[src/rtl/spiflash_rdcache_pkg.sv]
// Shared types and sizing helpers for the SPI flash read cache.
package spiflash_rdcache_pkg;

    localparam int ADDR_W = 24;

    typedef enum logic [1:0] {
        IDLE   = 2'd0,
        LOOKUP = 2'd1,
        FILL   = 2'd2,
        RESP   = 2'd3
    } state_e;

    // Tag covers every word-address bit above the offset and index fields.
    function automatic int calc_tag_w(input int lines, input int line_words);
        return 22 - $clog2(line_words) - $clog2(lines);
    endfunction

endpackage

[src/rtl/spiflash_rdcache_store.sv]
// Tag/valid/data arrays of the read cache: registered read port, word write,
// tag write with optional valid set, single-line invalidate and flush-all.
module spiflash_rdcache_store
    import spiflash_rdcache_pkg::*;
#(
    parameter int LINES      = 16,
    parameter int LINE_WORDS = 4,
    localparam int OFS_W     = $clog2(LINE_WORDS),
    localparam int IDX_W     = $clog2(LINES),
    localparam int TAG_W     = calc_tag_w(LINES, LINE_WORDS)
) (
    input  logic             clk,
    input  logic             reset,
    input  logic             i_flush,
    input  logic             i_rd_en,
    input  logic [IDX_W-1:0] i_rd_idx,
    input  logic [OFS_W-1:0] i_rd_off,
    output logic             o_rd_valid,
    output logic [TAG_W-1:0] o_rd_tag,
    output logic [31:0]      o_rd_word,
    input  logic             i_wr_en,
    input  logic [IDX_W-1:0] i_wr_idx,
    input  logic [OFS_W-1:0] i_wr_off,
    input  logic [31:0]      i_wr_data,
    input  logic             i_inv_en,
    input  logic [IDX_W-1:0] i_inv_idx,
    input  logic             i_tag_we,
    input  logic [IDX_W-1:0] i_tag_idx,
    input  logic [TAG_W-1:0] i_tag,
    input  logic             i_tag_set_valid
);

    logic [LINES-1:0] r_valid;
    logic [TAG_W-1:0] r_tag  [LINES];
    logic [31:0]      r_data [LINES*LINE_WORDS];

    // Valid bits: cleared by reset or flush, per-line invalidate, set at fill end.
    always_ff @(posedge clk) begin
        if (reset || i_flush) begin
            r_valid <= {LINES{1'b0}};
        end else begin
            if (i_inv_en) begin
                r_valid[i_inv_idx] <= 1'b0;
            end
            if (i_tag_we && i_tag_set_valid) begin
                r_valid[i_tag_idx] <= 1'b1;
            end
        end
    end

    // Tag and data array writes (contents are meaningless until valid is set).
    always_ff @(posedge clk) begin
        if (i_tag_we) begin
            r_tag[i_tag_idx] <= i_tag;
        end
        if (i_wr_en) begin
            r_data[{i_wr_idx, i_wr_off}] <= i_wr_data;
        end
    end

    // One-cycle read port; a concurrent flush masks the valid being read.
    always_ff @(posedge clk) begin
        if (reset) begin
            o_rd_valid <= 1'b0;
            o_rd_tag   <= {TAG_W{1'b0}};
            o_rd_word  <= 32'h0000_0000;
        end else if (i_rd_en) begin
            o_rd_valid <= r_valid[i_rd_idx] & ~i_flush;
            o_rd_tag   <= r_tag[i_rd_idx];
            o_rd_word  <= r_data[{i_rd_idx, i_rd_off}];
        end
    end

endmodule

[src/rtl/spiflash_rdcache.sv]
// Direct-mapped read-only line cache between the PicoRV32 memory port and
// the SPI flash controller read port; misses stream a whole line in order.
module spiflash_rdcache
    import spiflash_rdcache_pkg::*;
#(
    parameter int LINES      = 16,
    parameter int LINE_WORDS = 4
) (
    input  logic              clk,
    input  logic              reset,
    input  logic              mem_valid,
    output logic              mem_ready,
    input  logic [ADDR_W-1:0] mem_addr,
    output logic [31:0]       mem_rdata,
    output logic              flash_valid,
    input  logic              flash_ready,
    output logic [ADDR_W-1:0] flash_addr,
    input  logic [31:0]       flash_rdata,
    input  logic              cache_flush,
    output logic              stat_hit,
    output logic              stat_miss
);

    localparam int OFS_W = $clog2(LINE_WORDS);
    localparam int IDX_W = $clog2(LINES);
    localparam int TAG_W = calc_tag_w(LINES, LINE_WORDS);
    localparam logic [OFS_W-1:0] LAST_OFS = OFS_W'(LINE_WORDS - 1);
    localparam logic [OFS_W-1:0] ONE_OFS  = OFS_W'(1);

    state_e            r_state;
    logic [ADDR_W-1:0] r_req_addr;
    logic [OFS_W-1:0]  r_fill_cnt;
    logic [ADDR_W-1:0] r_flash_addr;
    logic              r_flash_valid;
    logic              r_mem_ready;
    logic [31:0]       r_mem_rdata;
    logic              r_stat_hit;
    logic              r_stat_miss;
    logic [31:0]       r_resp_word;
    logic              r_flush_pend;

    logic              w_accept;
    logic              w_hit;
    logic              w_fill_xfer;
    logic              w_last;
    logic              w_rd_valid;
    logic [TAG_W-1:0]  w_rd_tag;
    logic [31:0]       w_rd_word;
    logic [OFS_W-1:0]  w_req_off;
    logic [IDX_W-1:0]  w_req_idx;
    logic [TAG_W-1:0]  w_req_tag;
    logic [ADDR_W-1:0] w_line_base;
    logic              w_unused;

    assign w_req_off   = r_req_addr[2+OFS_W-1:2];
    assign w_req_idx   = r_req_addr[2+OFS_W+IDX_W-1:2+OFS_W];
    assign w_req_tag   = r_req_addr[ADDR_W-1:ADDR_W-TAG_W];
    assign w_line_base = {r_req_addr[ADDR_W-1:2+OFS_W], {(OFS_W+2){1'b0}}};
    assign w_unused    = ^r_req_addr[1:0];

    // The mem_ready guard stops the still-high mem_valid of a finished request being re-accepted.
    assign w_accept    = (r_state == IDLE) && mem_valid && !r_mem_ready;
    assign w_hit       = w_rd_valid && (w_rd_tag == w_req_tag);
    assign w_fill_xfer = (r_state == FILL) && flash_ready;
    assign w_last      = (r_fill_cnt == LAST_OFS);

    spiflash_rdcache_store #(
        .LINES      (LINES),
        .LINE_WORDS (LINE_WORDS)
    ) u_store (
        .clk             (clk),
        .reset           (reset),
        .i_flush         (cache_flush),
        .i_rd_en         (w_accept),
        .i_rd_idx        (mem_addr[2+OFS_W+IDX_W-1:2+OFS_W]),
        .i_rd_off        (mem_addr[2+OFS_W-1:2]),
        .o_rd_valid      (w_rd_valid),
        .o_rd_tag        (w_rd_tag),
        .o_rd_word       (w_rd_word),
        .i_wr_en         (w_fill_xfer),
        .i_wr_idx        (w_req_idx),
        .i_wr_off        (r_fill_cnt),
        .i_wr_data       (flash_rdata),
        .i_inv_en        ((r_state == LOOKUP) && !w_hit),
        .i_inv_idx       (w_req_idx),
        .i_tag_we        (w_fill_xfer && w_last),
        .i_tag_idx       (w_req_idx),
        .i_tag           (w_req_tag),
        .i_tag_set_valid (!r_flush_pend && !cache_flush)
    );

    // Control FSM with all host- and flash-facing outputs registered.
    always_ff @(posedge clk) begin
        if (reset) begin
            r_state       <= IDLE;
            r_req_addr    <= {ADDR_W{1'b0}};
            r_fill_cnt    <= {OFS_W{1'b0}};
            r_flash_addr  <= {ADDR_W{1'b0}};
            r_flash_valid <= 1'b0;
            r_mem_ready   <= 1'b0;
            r_mem_rdata   <= 32'h0000_0000;
            r_stat_hit    <= 1'b0;
            r_stat_miss   <= 1'b0;
            r_resp_word   <= 32'h0000_0000;
            r_flush_pend  <= 1'b0;
        end else begin
            r_mem_ready <= 1'b0;
            r_stat_hit  <= 1'b0;
            r_stat_miss <= 1'b0;
            if (cache_flush && (r_state == FILL)) begin
                r_flush_pend <= 1'b1;
            end
            case (r_state)
                IDLE: begin
                    if (w_accept) begin
                        r_req_addr <= mem_addr;
                        r_state    <= LOOKUP;
                    end
                end
                LOOKUP: begin
                    if (w_hit) begin
                        r_mem_ready <= 1'b1;
                        r_mem_rdata <= w_rd_word;
                        r_stat_hit  <= 1'b1;
                        r_state     <= IDLE;
                    end else begin
                        r_stat_miss   <= 1'b1;
                        r_fill_cnt    <= {OFS_W{1'b0}};
                        r_flash_addr  <= w_line_base;
                        r_flash_valid <= 1'b1;
                        r_flush_pend  <= 1'b0;
                        r_state       <= FILL;
                    end
                end
                FILL: begin
                    if (flash_ready) begin
                        r_fill_cnt <= r_fill_cnt + ONE_OFS;
                        if (r_fill_cnt == w_req_off) begin
                            r_resp_word <= flash_rdata;
                        end
                        // Response is presented in RESP, so the final word may bypass r_resp_word.
                        if (w_last) begin
                            r_flash_valid <= 1'b0;
                            r_mem_ready   <= 1'b1;
                            r_mem_rdata   <= (w_req_off == LAST_OFS) ? flash_rdata : r_resp_word;
                            r_state       <= RESP;
                        end else begin
                            r_flash_addr <= r_flash_addr + 24'd4;
                        end
                    end
                end
                RESP: begin
                    r_state <= IDLE;
                end
                default: begin
                    r_state <= IDLE;
                end
            endcase
        end
    end

    assign mem_ready   = r_mem_ready;
    assign mem_rdata   = r_mem_rdata;
    assign flash_valid = r_flash_valid;
    assign flash_addr  = r_flash_addr;
    assign stat_hit    = r_stat_hit;
    assign stat_miss   = r_stat_miss;

endmodule

[config.mk]
export PLATFORM = sky130hd
export DESIGN_NAME = spiflash_rdcache
export DESIGN_NICKNAME = d
export VERILOG_FILES = /design/src/rtl/spiflash_rdcache_pkg.sv /design/src/rtl/spiflash_rdcache_store.sv /design/src/rtl/spiflash_rdcache.sv
export SDC_FILE = /design/constraint.sdc
export NUM_CORES = 2
export LEC_CHECK = 0
export CAP_MARGIN = 20
export CORE_ASPECT_RATIO = 1.5
export CORE_MARGIN = 2
export CORE_UTILIZATION = 50
export CTS_BUF_LIST = sky130_fd_sc_hd__clkbuf_2
export CTS_CLUSTER_DIAMETER = 40
export DETAILED_ROUTE_END_ITERATION = 6
export HOLD_SLACK_MARGIN = 0.03
export PLACE_DENSITY_LB_ADDON = 0.3
export SLEW_MARGIN = 20
export SYNTH_ARGS = -nofsm -noshare
export SYNTH_HDL_FRONTEND = slang
export SYNTH_HIERARCHICAL = 1
export SYNTH_SLANG_ARGS = --single-unit
[constraint.sdc]
create_clock -name clk -period 3.37 [get_ports clk]
set_clock_uncertainty 0.05 [all_clocks]
set_input_delay 0.5055 -clock clk [delete_from_list [all_inputs] [get_ports clk]]
set_output_delay 0.5055 -clock clk [all_outputs]
set_load 0.02 [all_outputs]
==> results.json <==
{
  "run_status": "complete, but fails checks",
  "violations": "DRC",
  "power_leakage_nw": 36.5,
  "track_usage_pct": 28.8,
  "io_pins": 121,
  "regArea_um2": 72800,
  "crit_top_cell": "dlygate4sd3_1",
  "grt_max_degree": 128,
  "relSlewSlack_pct": 23.9,
  "path_buf_inv": 7,
  "synth_seq_area_share_pct": 75.3,
  "die_h_um": 543,
  "vias": 55700,
  "min_period_ns": 3.30,
  "post_drt_wl_per_cell_um": 32.4,
  "antenna_found_initial": 14,
  "critPathCaptureType": "flop",
  "clk_pin_slew_ns": 0.13,
  "ff2ff_setup_slack_ns": 0.11,
  "yosysMostFrequentCell": "edfxtp_1",
  "initial_core_util_pct": 50.4,
  "hold_class": "in2reg",
  "cts_tree": "yes",
  "ant_nets": 0,
  "port_buffers": 116,
  "drive_above_1_share_pct": 30.9,
  "synth-seq-cells": 2486,
  "path_class": "in2reg",
  "synth_edf_count": 2304,
  "cts_num_sinks": 2486,
  "start_kind": "input port",
  "setup_viol": 0,
  "die_width_um": 363,
  "final_nets": 5954,
  "syn_area_per_cell_um2": 19.4,
  "cts-buffers-inserted": 558,
  "yosys-top-cells-count": "2304 x edfxtp_1, 465 x mux4_2, 281 x nand2_1",
  "synth_cell_types": 82,
  "required_ns": 4.97,
  "synth.top_cell.area_share_pct": 71.5,
  "async_flop_share_pct": 0,
  "path_cells": "dlygate4sd3_1 > buf_8 > buf_12 > nand2_4 > buf_4 > o221ai_1 > a21oi_1 > dlygate4sd3_1 > o21a_1 > dlygate4sd3_1 > o31ai_1 > dlygate4sd3_1",
  "hold_ws_ns": 0.141,
  "fmax_ghz": 0.303,
  "drt-pass1-iter-count": 7,
  "slowest_stage": "dlygate4sd3_1",
  "powerDensity_nw_per_um2": 526,
  "fillers": 14300,
  "clockBufferDepth": 4,
  "clkLatencyLatePin_ns": 1.71,
  "synth_ff_type": "edfxtp_1",
  "htree_levels": 6,
  "hold_violations": 0,
  "gr-total-overflow": 0,
  "multiInputGateArea_um2": 22600,
  "cp_slowest_stage_delay_ns": 0.65,
  "slew_viol_final": 0,
  "synth_area_leaders": "edfxtp_1 72%, mux4_2 11%, dfxtp_1 3.8%, mux2i_1 2.8%, nand2_1 1.1%",
  "synth_warnings": 6,
  "yosys.area.top_type": "edfxtp_1",
  "dieArea_um2": 197000,
  "worst_pin_slew_ns": 1.14,
  "drt-total-wl_um": 285000,
  "syn-cell-area_um2": 96700,
  "grt_pass1_vias": 56100,
  "vias_per_cell": 6.34,
  "vdd_drop_max_mv": 0.246,
  "grt_pass1_wl_um": 400000,
  "gp_congestion": 0.902,
  "final_util_pct": 57.6,
  "cts_root_buf": "clkbuf_2",
  "first_iter_violations": 7057,
  "dp_hpwl_um": 170000,
  "crit_path_max_fanout": 44,
  "drc_errors": 2,
  "num_rows": 197,
  "core_area_um2": 192000,
  "syn-instance-count": 4975,
  "arrival_ns": 4.90,
  "post-route-period-util_pct": 97.9,
  "max_cap_violations": 0,
  "crit_family": "buffers and inverters",
  "area_growth_pct": 14.5
}
## flip-flops by register name (all words and copies together) (netlist names), 2 cells and up
name               flops
r_req_addr            22
mem_rdata             32
u_store/r_tag        256
r_fill_cnt             2
u_store/o_rd_tag      16
u_store/o_rd_word     32
u_store/r_valid       16
flash_addr            22
u_store/r_data      2048
r_resp_word           32
r_state                2
## tightest hold or removal path: stages
cell and delay (ns):
dlygate4sd3_1 0.53, buf_2 0.18, buf_4 0.38
## path summary, 6_finish.rpt
path                                                  from                                 end  cells past startpoint
worst max register to register     r_state[0]$_SDFFE_PP0P_         r_resp_word[3]$_SDFFE_PP0P_                     10
worst min-delay path                       flash_rdata[24]    u_store/r_data[25][24]$_DFFE_PP_                      3
worst max-delay path                           mem_addr[4]  u_store/o_rd_word[21]$_SDFFE_PP0P_                     12
worst min register to register  mem_rdata[31]$_SDFFE_PP0P_          mem_rdata[31]$_SDFFE_PP0P_                      2
## cells in the final DEF (no fill, tap or decap), types with 110 or more instances in the layout
master / instances
a21oi_1: 171
buf_12: 110
clkbuf_2: 813
dfxtp_1: 182
mux4_2: 465
mux2i_1: 273
nand2_1: 280
edfxtp_1: 2304
buf_4: 280
dlygate4sd3_1: 154
## final cells by class
cell class	count	area share (%)
Sequential cell	2486	65.8
Multi-Input combinational cell	2161	20.4
Antenna cell	11	0.0249
Tap cell	2487	2.81
Inverter	19	0.0656
Clock buffer	813	3.68
Clock inverter	159	1.00
Timing Repair Buffer	662	6.19
## through the flow
stage / cell area (µm²) / TNS (ns) / cells / setup WS (ns) / power [mW]
2_1_floorplan: 96700 / 0 / 4976 / 0.216 / 37.3
3_3_place_gp: 104000 / 0 / 7655 / 0.0156 / 39.4
3_5_place_dp: 104000 / -0.0157 / 7655 / -0.0157 / 39.5
4_1_cts: 111000 / 0 / 8787 / 0.000144 / 58.5
5_1_grt: 111000 / -0.0365 / 8792 / -0.0246 / 60.3
6_report: 111000 / 0 / 8798 / 0.0707 / 58.3
## logic make-up after synthesis
group / share of synthesized area, %
flip-flops: 75.3
multiplexers: 14.6
AO/OA/AOI/OAI: 5.02
AND/OR/NAND/NOR: 3.00
buffers and inverters: 1.89
XOR/XNOR: 0.136
adder cells (fa/ha/maj): 0.0647
other: 0.00388
## what timing repair did
item                       4_1_cts  5_1_grt
buffers inserted                 0        1
hold endpoints to repair      2230        0
resized for setup               27        4
hold buffers                   160        0
setup endpoints to repair       27       11
## where the power goes
part | total (mW) | switching (mW) | internal [mW] | leakage [nW]
Combinational | 4.94 | 3.15 | 1.79 | 10.4
Clock | 19.1 | 11.6 | 7.56 | 3.87
Sequential | 34.2 | 0.276 | 33.9 | 22.2
## routing by layer
metal | global-route usage, % | vias to the layer above | wire length, µm
li1 | - | 22700 | -
met1 | 33.9 | 28800 | 96100
met4 | 16.7 | 8 | 18100
met5 | 0 | - | 54
met3 | 5.91 | 763 | 26700
met2 | 49.0 | 3528 | 144000
Note: power is estimated with default switching activity, not from simulation.
